--- config.mk ---
export PLATFORM = sky130hd
export DESIGN_NAME = i2c_cmd_sequencer
export DESIGN_NICKNAME = d
export VERILOG_FILES = /design/src/rtl/i2c_cmd_sequencer.sv
export SDC_FILE = /design/constraint.sdc
export NUM_CORES = 1
export LEC_CHECK = 0
export ABC_CLOCK_PERIOD_IN_PS = 3370
export BUFFER_PORTS_ARGS = -buffer_cell sky130_fd_sc_hd__buf_2
export CAP_MARGIN = 20
export CORE_ASPECT_RATIO = 0.6
export CORE_MARGIN = 2
export CORE_UTILIZATION = 55
export DETAILED_ROUTE_END_ITERATION = 12
export GPL_ROUTABILITY_DRIVEN = 0
export PLACE_DENSITY = 0.76
export SLEW_MARGIN = 20
export SYNTH_ARGS = -nofsm -noshare
export SYNTH_HDL_FRONTEND = slang
export SYNTH_SLANG_ARGS = --single-unit
--- constraint.sdc ---
create_clock -name clk -period 3.37 [get_ports clk]
set_input_delay 1.011 -clock clk [delete_from_list [all_inputs] [get_ports clk]]
set_output_delay 1.011 -clock clk [all_outputs]
set_load 0.1 [all_outputs]
--- src/rtl/i2c_cmd_sequencer.sv ---
// i2c_cmd_sequencer: command front-end for i2c_master.
// Queues single-byte host transactions in a small FIFO and issues them one at a time.
// Each attempt is a one-cycle m_start pulse, followed by tracking of m_busy and m_ack_error.
// A NACK is retried up to MAX_RETRY times, with GAP_CYCLES idle cycles before each retry.
// A shared timer aborts an attempt that hangs.
// One response at a time is returned on a valid/ready port.
// Optional build macro I2C_SEQ_STATS_EN adds saturating done/error counters;
// without it, stat_done and stat_err are tied to zero.
module i2c_cmd_sequencer #(
  parameter int unsigned CMD_DEPTH    = 4,
  parameter int unsigned MAX_RETRY    = 2,
  parameter int unsigned BUSY_TIMEOUT = 1024,
  parameter int unsigned GAP_CYCLES   = 8
) (
  input  logic        clk,
  input  logic        rst,
  input  logic        cmd_valid,
  output logic        cmd_ready,
  input  logic [6:0]  cmd_addr,
  input  logic        cmd_rw,
  input  logic [7:0]  cmd_wdata,
  output logic        rsp_valid,
  input  logic        rsp_ready,
  output logic [6:0]  rsp_addr,
  output logic [7:0]  rsp_rdata,
  output logic        rsp_err,
  output logic        rsp_timeout,
  output logic        m_start,
  output logic [6:0]  m_addr,
  output logic        m_rw,
  output logic [7:0]  m_data_in,
  input  logic        m_busy,
  input  logic        m_ack_error,
  input  logic [7:0]  m_data_out,
  output logic        idle,
  output logic [15:0] stat_done,
  output logic [15:0] stat_err
);

  localparam int unsigned PW = (CMD_DEPTH > 1) ? $clog2(CMD_DEPTH) : 1;
  localparam int unsigned CW = $clog2(CMD_DEPTH + 1);
  localparam int unsigned TW = $clog2(BUSY_TIMEOUT);
  localparam int unsigned GW = $clog2(GAP_CYCLES + 1);

  localparam logic [CW-1:0] FullCnt   = CW'(CMD_DEPTH);
  localparam logic [TW-1:0] TimerMax  = TW'(BUSY_TIMEOUT - 1);
  localparam logic [GW-1:0] GapMax    = GW'(GAP_CYCLES - 1);
  localparam logic [2:0]    RetryMax  = 3'(MAX_RETRY);

  localparam logic [2:0] StIdle     = 3'd0;
  localparam logic [2:0] StIssue    = 3'd1;
  localparam logic [2:0] StWaitBusy = 3'd2;
  localparam logic [2:0] StWaitDone = 3'd3;
  localparam logic [2:0] StGap      = 3'd4;
  localparam logic [2:0] StResp     = 3'd5;

  // ---------------------------------------------------------------------------
  // Command FIFO
  // ---------------------------------------------------------------------------
  logic [6:0]    fifo_addr  [CMD_DEPTH];
  logic          fifo_rw    [CMD_DEPTH];
  logic [7:0]    fifo_wdata [CMD_DEPTH];
  logic [PW-1:0] wr_ptr_q, rd_ptr_q;
  logic [CW-1:0] count_q;
  logic          fifo_empty, push, pop;

  logic [2:0]    state_q, state_d;
  logic          rsp_valid_q, rsp_valid_d;

  assign fifo_empty = (count_q == '0);
  // Derived from the registered count, so a pop while full does not open a slot that cycle.
  assign cmd_ready  = (count_q != FullCnt);
  assign push       = cmd_valid && cmd_ready;
  assign pop        = (state_q == StIdle) && !fifo_empty && !rsp_valid_q;

  // FIFO storage: written on push, no reset needed since count guards reads
  always_ff @(posedge clk) begin
    if (push) begin
      fifo_addr[wr_ptr_q]  <= cmd_addr;
      fifo_rw[wr_ptr_q]    <= cmd_rw;
      fifo_wdata[wr_ptr_q] <= cmd_wdata;
    end
  end

  // FIFO pointers and occupancy; pointers wrap naturally at the power-of-2 depth
  always_ff @(posedge clk) begin
    if (rst) begin
      wr_ptr_q <= '0;
      rd_ptr_q <= '0;
      count_q  <= '0;
    end else begin
      if (push) wr_ptr_q <= wr_ptr_q + PW'(1);
      if (pop)  rd_ptr_q <= rd_ptr_q + PW'(1);
      if (push && !pop)      count_q <= count_q + CW'(1);
      else if (pop && !push) count_q <= count_q - CW'(1);
    end
  end

  // ---------------------------------------------------------------------------
  // Sequencer FSM
  // ---------------------------------------------------------------------------
  logic [2:0]    retry_q, retry_d;
  logic [TW-1:0] timer_q, timer_d;
  logic [GW-1:0] gap_q, gap_d;
  logic [6:0]    work_addr_q, work_addr_d;
  logic          work_rw_q, work_rw_d;
  logic [7:0]    work_wdata_q, work_wdata_d;
  logic [7:0]    res_rdata_q, res_rdata_d;
  logic          res_err_q, res_err_d;
  logic          res_timeout_q, res_timeout_d;
  logic [6:0]    rsp_addr_q, rsp_addr_d;
  logic [7:0]    rsp_rdata_q, rsp_rdata_d;
  logic          rsp_err_q, rsp_err_d;
  logic          rsp_timeout_q, rsp_timeout_d;
  logic [TW-1:0] timer_inc;

  // Saturate so a busy edge at the last timer count cannot wrap the shared timer
  assign timer_inc = (timer_q == TimerMax) ? timer_q : timer_q + TW'(1);

  // Next-state and working-register updates
  always_comb begin
    state_d       = state_q;
    retry_d       = retry_q;
    timer_d       = timer_q;
    gap_d         = gap_q;
    work_addr_d   = work_addr_q;
    work_rw_d     = work_rw_q;
    work_wdata_d  = work_wdata_q;
    res_rdata_d   = res_rdata_q;
    res_err_d     = res_err_q;
    res_timeout_d = res_timeout_q;
    rsp_valid_d   = rsp_valid_q;
    rsp_addr_d    = rsp_addr_q;
    rsp_rdata_d   = rsp_rdata_q;
    rsp_err_d     = rsp_err_q;
    rsp_timeout_d = rsp_timeout_q;

    if (rsp_valid_q && rsp_ready) rsp_valid_d = 1'b0;

    unique case (state_q)
      StIdle: begin
        if (pop) begin
          work_addr_d   = fifo_addr[rd_ptr_q];
          work_rw_d     = fifo_rw[rd_ptr_q];
          work_wdata_d  = fifo_wdata[rd_ptr_q];
          retry_d       = '0;
          res_rdata_d   = '0;
          res_err_d     = 1'b0;
          res_timeout_d = 1'b0;
          state_d       = StIssue;
        end
      end
      StIssue: begin
        timer_d = '0;
        state_d = StWaitBusy;
      end
      StWaitBusy: begin
        if (m_busy) begin
          timer_d = timer_inc;
          state_d = StWaitDone;
        end else if (timer_q == TimerMax) begin
          res_err_d     = 1'b1;
          res_timeout_d = 1'b1;
          state_d       = StResp;
        end else begin
          timer_d = timer_inc;
        end
      end
      StWaitDone: begin
        if (!m_busy) begin
          if (!m_ack_error) begin
            res_rdata_d = work_rw_q ? m_data_out : 8'h00;
            state_d     = StResp;
          end else if (retry_q < RetryMax) begin
            retry_d = retry_q + 3'd1;
            gap_d   = '0;
            state_d = StGap;
          end else begin
            res_err_d = 1'b1;
            state_d   = StResp;
          end
        end else if (timer_q == TimerMax) begin
          res_err_d     = 1'b1;
          res_timeout_d = 1'b1;
          state_d       = StResp;
        end else begin
          timer_d = timer_inc;
        end
      end
      StGap: begin
        if (gap_q == GapMax) state_d = StIssue;
        else                 gap_d   = gap_q + GW'(1);
      end
      StResp: begin
        // rsp_valid is known low here: IDLE never pops while a response is pending
        rsp_valid_d   = 1'b1;
        rsp_addr_d    = work_addr_q;
        rsp_rdata_d   = res_rdata_q;
        rsp_err_d     = res_err_q;
        rsp_timeout_d = res_timeout_q;
        state_d       = StIdle;
      end
      default: state_d = StIdle;
    endcase
  end

  // FSM and response registers with synchronous reset
  always_ff @(posedge clk) begin
    if (rst) begin
      state_q       <= StIdle;
      retry_q       <= '0;
      timer_q       <= '0;
      gap_q         <= '0;
      work_addr_q   <= '0;
      work_rw_q     <= 1'b0;
      work_wdata_q  <= '0;
      res_rdata_q   <= '0;
      res_err_q     <= 1'b0;
      res_timeout_q <= 1'b0;
      rsp_valid_q   <= 1'b0;
      rsp_addr_q    <= '0;
      rsp_rdata_q   <= '0;
      rsp_err_q     <= 1'b0;
      rsp_timeout_q <= 1'b0;
    end else begin
      state_q       <= state_d;
      retry_q       <= retry_d;
      timer_q       <= timer_d;
      gap_q         <= gap_d;
      work_addr_q   <= work_addr_d;
      work_rw_q     <= work_rw_d;
      work_wdata_q  <= work_wdata_d;
      res_rdata_q   <= res_rdata_d;
      res_err_q     <= res_err_d;
      res_timeout_q <= res_timeout_d;
      rsp_valid_q   <= rsp_valid_d;
      rsp_addr_q    <= rsp_addr_d;
      rsp_rdata_q   <= rsp_rdata_d;
      rsp_err_q     <= rsp_err_d;
      rsp_timeout_q <= rsp_timeout_d;
    end
  end

  assign m_start     = (state_q == StIssue);
  assign m_addr      = work_addr_q;
  assign m_rw        = work_rw_q;
  assign m_data_in   = work_wdata_q;
  assign rsp_valid   = rsp_valid_q;
  assign rsp_addr    = rsp_addr_q;
  assign rsp_rdata   = rsp_rdata_q;
  assign rsp_err     = rsp_err_q;
  assign rsp_timeout = rsp_timeout_q;
  assign idle        = fifo_empty && (state_q == StIdle) && !rsp_valid_q;

`ifdef I2C_SEQ_STATS_EN
  logic [15:0] stat_done_q, stat_err_q;

  // Saturating completion counters, bumped as each response is loaded
  always_ff @(posedge clk) begin
    if (rst) begin
      stat_done_q <= '0;
      stat_err_q  <= '0;
    end else if (state_q == StResp) begin
      if (res_err_q) begin
        if (stat_err_q != 16'hFFFF) stat_err_q <= stat_err_q + 16'd1;
      end else begin
        if (stat_done_q != 16'hFFFF) stat_done_q <= stat_done_q + 16'd1;
      end
    end
  end

  assign stat_done = stat_done_q;
  assign stat_err  = stat_err_q;
`else
  assign stat_done = '0;
  assign stat_err  = '0;
`endif

endmodule

# Word-level counts from Yosys, hierarchy flattened
# Memories as Yosys holds them, arrays and structs flattened. A register that Yosys moved wholly into a read port is not among the register bits.
# Index checks and enable logic that the tools add are counted.
[word_totals]
ramBits = 64
ff_bits = 55
inputBits = 30
memories = 3
out_inout_bits = 69
elab_cells = 118
[op_classes]
reduce_logical = 28
n_mux = 45
n_eq_ne = 19
n_addsub = 7
magnitude_cmp = 1
[mem_list]
columns = ["name", "depth", "width", "read_ports", "rd_clocked_by_memory_dff", "write_ports", "line_no", "rtl"]
rows = [
  ["fifo_wdata", 4, 8, 1, 1, 1, "62", "logic [7:0] fifo_wdata [CMD_DEPTH];"],
  ["fifo_addr", 4, 7, 1, 1, 1, "60", "logic [6:0] fifo_addr [CMD_DEPTH];"],
  ["fifo_rw", 4, 1, 1, 1, 1, "61", "logic fifo_rw [CMD_DEPTH];"],
]
[ops]
columns = ["operator", "n"]
rows = [
  ["10-bit two-way mux", 4],
  ["3-bit two-way mux", 11],
  ["8-bit two-way mux", 4],
  ["10-bit case mux with 3 select lines", 1],
  ["2-bit inequality test, second input constant", 9],
  ["4-bit two-way mux", 4],
  ["8-bit case mux with 2 select lines", 1],
  ["1-bit two-way mux", 15],
  ["3-bit case mux with 5 select lines", 1],
  ["5-bit AND reduction", 3],
  ["10-bit by 1-bit adder with 10-bit output, second input constant", 1],
  ["10-bit == test, second input constant", 1],
  ["3-bit inequality test, second input constant", 3],
  ["1-bit logical AND", 8],
  ["4-bit case mux with 2 select lines", 1],
  ["4-bit AND reduction", 2],
  ["2-bit nonzero test", 4],
  ["3-bit by 1-bit adder with 3-bit output, second input constant", 2],
  ["3-bit by 2-bit == test with 1-bit output, second input constant", 2],
  ["3-bit == test, second input constant", 2],
  ["3-bit zero test", 2],
  ["1-bit case mux with 3 select lines", 2],
  ["3-bit case mux with 2 select lines", 1],
  ["2-bit AND reduction", 3],
  ["8 further kinds", 13],
]

# Longest topological paths before layout
[logic_depth]
depth_word = 7
depth_mapped = 11
ltp_nobuf = 9

# Worst setup path after synthesis
# OpenSTA, ideal clock, no wires.
[synth_timing]
kind = "register to output"
startpoint = "register state_q[1]"
endpoint = "output port m_start"
required_time_ns = 2.359
arrival_time_ns = 2.822
stages_incl_launch_ff = 3
path_buffers = 1
path_slack_ns = -0.463
path_cell_list = "dfxtp_1 buf_4 nor3b_1"
[synth_via]
elab_chain_cells = 1
[synth_rtl]
columns = ["element", "line_no", "rtl"]
rows = [
  ["from (decl)", "67", "logic [2:0] state_q, state_d;"],
  ["from (signal assigned)", "210", "state_q <= StIdle;"],
  ["from (signal assigned)", "226", "state_q <= state_d;"],
  ["3-bit by 1-bit == test with 1-bit output", "244", "assign m_start = (state_q == StIssue);"],
  ["to (decl)", "28", "output logic m_start,"],
]
# Every way passes these cells.

# Worst setup path in the final report
[layout_timing]
startpoint = "register state_q[1]"
endpoint = "output port idle"
[layout_via]
elab_chain_cells = 3
[layout_rtl]
columns = ["element", "line_no", "rtl"]
rows = [
  ["3-bit zero test", "253", "assign idle = fifo_empty && (state_q == StIdle) && !rsp_valid_q;"],
  ["1-bit logical AND (2 in a row)", "253", ""],
  ["to (decl)", "35", "output logic idle,"],
]
# Every way passes these cells.

==> results.cfg <==
[worst_setup_path]
critPathKind = flop to output port
cp_max_fo = 14
critical_path_buf_inv_count = 1
worst_ep_required_time_ns = 2.36
worstSetupStartpointType = flop
arrival_ns = 1.96
critPathMaxStageDelay_ns = 0.49
crit_chain = nor4_2 -> and2_1 -> buf_2
reg2reg_from = state_q[1]$_SDFFE_PP0P_
crit_slowest_cell = dfxtp_1
crit_family = simple AND/OR/NAND/NOR gates
cp-end-kind = output port
r2r_setup_slack_ns = 0.75
reg2reg_to = count_q[2]$_SDFFE_PP0P_
r2r_cells = 9

[timing]
rsz0062_at_grt = no
slew_viol_final = 0
fin_skew_ns = 0.0105
max_freq_mhz = 336
layout_min_cycle_time_ns = 2.97
final.setup.tns_ns = 0
hold_viol_final = 0
fin_ws_ns = 0.396
worst_slew_margin_rel_pct = 42.3
setup_viol = 0
period_share_pct = 88.3
tightestPinTransition_ns = 0.864

[global_route]
track_usage_pct = 21.7
grt_pass1_wl_um = 18500
grt_pass1_vias = 3585
antenna_found_initial = 0
grt_max_degree = 39
grt_overflow_total = 0

[placement]
numPlacedInstances = 680
pre_cts_slack_ns = 0.643
placed_cell_area_um2 = 6040
dp_hpwl_um = 7850
io_buffers = 66

[synthesis]
yosys.area_share.simple_pct = 14.5
ys_ff_latch = 135
yosys_warnings = 0
synth_mux_area_share_pct = 6.81
synth_top_family_by_area = simple AND/OR/NAND/NOR gates
syn_area_um2 = 5730
synthAdderAreaFrac_pct = 2.10
postSynthCellCount = 494
synth.largest_area_cell = edfxtp_1
synth-xor-area-share_pct = 1.07
synth_edf_count = 64
ys_types = 62
yosysSeqAreaShare_pct = 58.3
synth_area_leaders = edfxtp_1, dfxtp_1, mux4_2
async_flop_share_pct = 0
synth-compound-area-share_pct = 9.74
synth_area_per_cell_um2 = 11.6
ys.flop_type = dfxtp_1
synth_top_area_share_pct = 33.5

[clock_network]
cts-buffers-inserted = 17
cts.sinks = 135
clock_latency_ns = 0.42
cts_setup_buffers = 0
cts-htree-levels = 4
cts-resized-gates = 0
clk_pin_slew_worst_paths_ns = 0.06
hold_buffers = 0
cts_tree = built
cts.path.max_buffers = 2
cts_root_buf = clkbuf_16

[floorplan]
initial_core_util_pct = 57.4
core_region_area_um2 = 9980
die_w_um = 136
chipHeight_um = 83.1
ios = 99
fp.dieArea_um2 = 11300
rows = 28

[cells_and_area]
fin_cells = 712
multi_input_area_um2 = 2080
nets = 603
nFillCells = 743
areaGrowthSynthToFinish_pct = 15.2
finish.instance_area_um2 = 6610
drive_gt1_share_pct = 23.7
register_area_um2 = 3340
antenna_cells = 0

[power_and_ir_drop]
power.density_nw_per_um2 = 892
combPwrFrac_pct = 34.5
leakage_nw = 2.47
ir_drop_mv = 0.728
netSwitchingFraction_pct = 40.9
seq_power_share_pct = 36.0
power.switching_w = 0.00241
p_clk_share_pct = 29.5
internal-power_w = 0.00348

[run_status]
status = completed

[routing]
postRouteAntennaNets = 0
routed_wl_um = 11800
drc = 0
vias = 3942
vias_per_cell = 5.54
drt_iter0_drc = 308
avgRoutedWirePerCell_um = 16.6
first_pass_iters = 5

[hold_path]
hold_path_class = flop to flop
whs_endpoint = res_rdata_q[3]$_SDFFE_PP0P_
holdPathStages = 2
hold_start = res_rdata_q[3]$_SDFFE_PP0P_

[flow_run]
max_cap_violations = 0
per-stage QoR:
step | hold WS [ns] | util [%] | power, W
final | 0.449 | 66.2 | 0.00589
after detailed placement | 0.442 | 60.5 | 0.00417
after CTS | 0.451 | 66.2 | 0.00591
after global routing | 0.471 | 66.2 | 0.00614
after floorplan | 0.429 | - | 0.00388
after global placement | 0.435 | 60.5 | 0.00412
worst max-delay path by stage:
| stage | startpoint | to | slack, ns | cells past startpoint |
|---|---|---|---|---|
| after CTS | state_q[1]$_SDFFE_PP0P_ | idle | 0.40 | 3 |
| final | state_q[1]$_SDFFE_PP0P_ | idle | 0.40 | 3 |
| after detailed placement | cmd_valid | count_q[2]$_SDFFE_PP0P_ | 0.64 | 9 |
| after floorplan | rsp_valid$_SDFFE_PP0P_ | idle | 0.47 | 2 |
| after global placement | cmd_valid | count_q[2]$_SDFFE_PP0P_ | 0.73 | 9 |
| after global routing | state_q[1]$_SDFFE_PP0P_ | idle | 0.26 | 3 |
power groups by stage:
stage	logic (W)	clock network (W)	registers (W)
final	0.00203	0.00173	0.00212
after global routing	0.00216	0.00184	0.00215
after CTS	0.00203	0.00176	0.00212
after detailed placement	0.00202	0	0.00215
after global placement	0.00199	0	0.00214
after floorplan	0.00128	0	0.00260
cells in the final DEF (no fill, tap or decap), drive strengths merged, types with 2 or more instances in the layout:
cell / netlist / routed
o211ai: 2 / 2
mux2i: 3 / 3
inv: 10 / 12
clkbuf: 5 / 22
nand3: 22 / 22
dfxtp: 71 / 71
a311oi: 2 / 2
and3: 5 / 5
a211oi: 2 / 2
or2: 2 / 2
and2: 7 / 7
buf: 50 / 75
or3: 5 / 5
nand4b: 2 / 2
o31ai: 2 / 2
clkinv: 1 / 8
xor2: 4 / 4
o41ai: 2 / 2
a21boi: 6 / 6
o21bai: 2 / 2
xnor2: 3 / 3
ha: 8 / 8
edfxtp: 64 / 64
a21oi: 41 / 41
nor4: 3 / 3
nand4: 3 / 3
o21ai: 15 / 15
nor3: 10 / 10
conb: 1 / 32
a31oi: 5 / 5
nand2b: 3 / 3
a211o: 2 / 2
mux4: 16 / 16
nor2: 14 / 14
nand2: 85 / 85
a32oi: 2 / 2
nor3b: 2 / 2
cell usage after synthesis, drive strengths merged, types with 5 or more instances:
cell type  number
nor2           14
nor3           10
a31oi           5
a21oi          41
o21ai          15
nand3          22
buf            50
and3            5
and2            7
a21boi          6
or3             5
dfxtp          71
edfxtp         64
inv            10
clkbuf          5
ha              8
nand2          85
mux4           16
final cells by class:
cell class	count	area share [%]
Multi-Input combinational cell	324	31.6
Clock inverter	10	1.00
Tap cell	135	2.56
Sequential cell	135	50.6
Timing Repair Buffer	75	6.02
Clock buffer	22	7.54
Inverter	11	0.701
cells by family after synthesis:
family	Yosys count
AOI/OAI and AO/OA	89
xor gates and xnor gates	7
adders and majority gates	9
buffers and inverters	66
DFF	135
muxes	19
other	1
and+or+nand+nor	168
worst reg2reg max path: cells and delay by family (launching register included):
kind | cells | cell delay [ns]
AOI/OAI and AO/OA | 1 | 0.15
xor gates and xnor gates | 1 | 0.17
adders and majority gates | 2 | 0.60
buffers and inverters | 2 | 0.24
DFF | 1 | 0.69
and+or+nand+nor | 3 | 0.70
sequential cells by signal, indices dropped and copies added, names as in the netlist:
name and count:
fifo_wdata 32, fifo_addr 28, timer_q 10, m_data_in 8, res_rdata_q 8, rsp_rdata 8
m_addr 7, rsp_addr 7, fifo_rw 4, gap_q 4, count_q 3, retry_q 3
state_q 3, rd_ptr_q 2, wr_ptr_q 2, m_rw 1, res_err_q 1, res_timeout_q 1
rsp_err 1, rsp_timeout 1, rsp_valid 1
layer usage:
metal,vias to the layer above,share of wire (%),global-route usage (%)
li1,1863,-,-
met5,-,0,0
met1,1901,46,31.0
met2,167,45,31.8
met4,0,0.96,6.44
met3,11,8.4,7.08
Note: power is estimated with default switching activity, not from simulation.
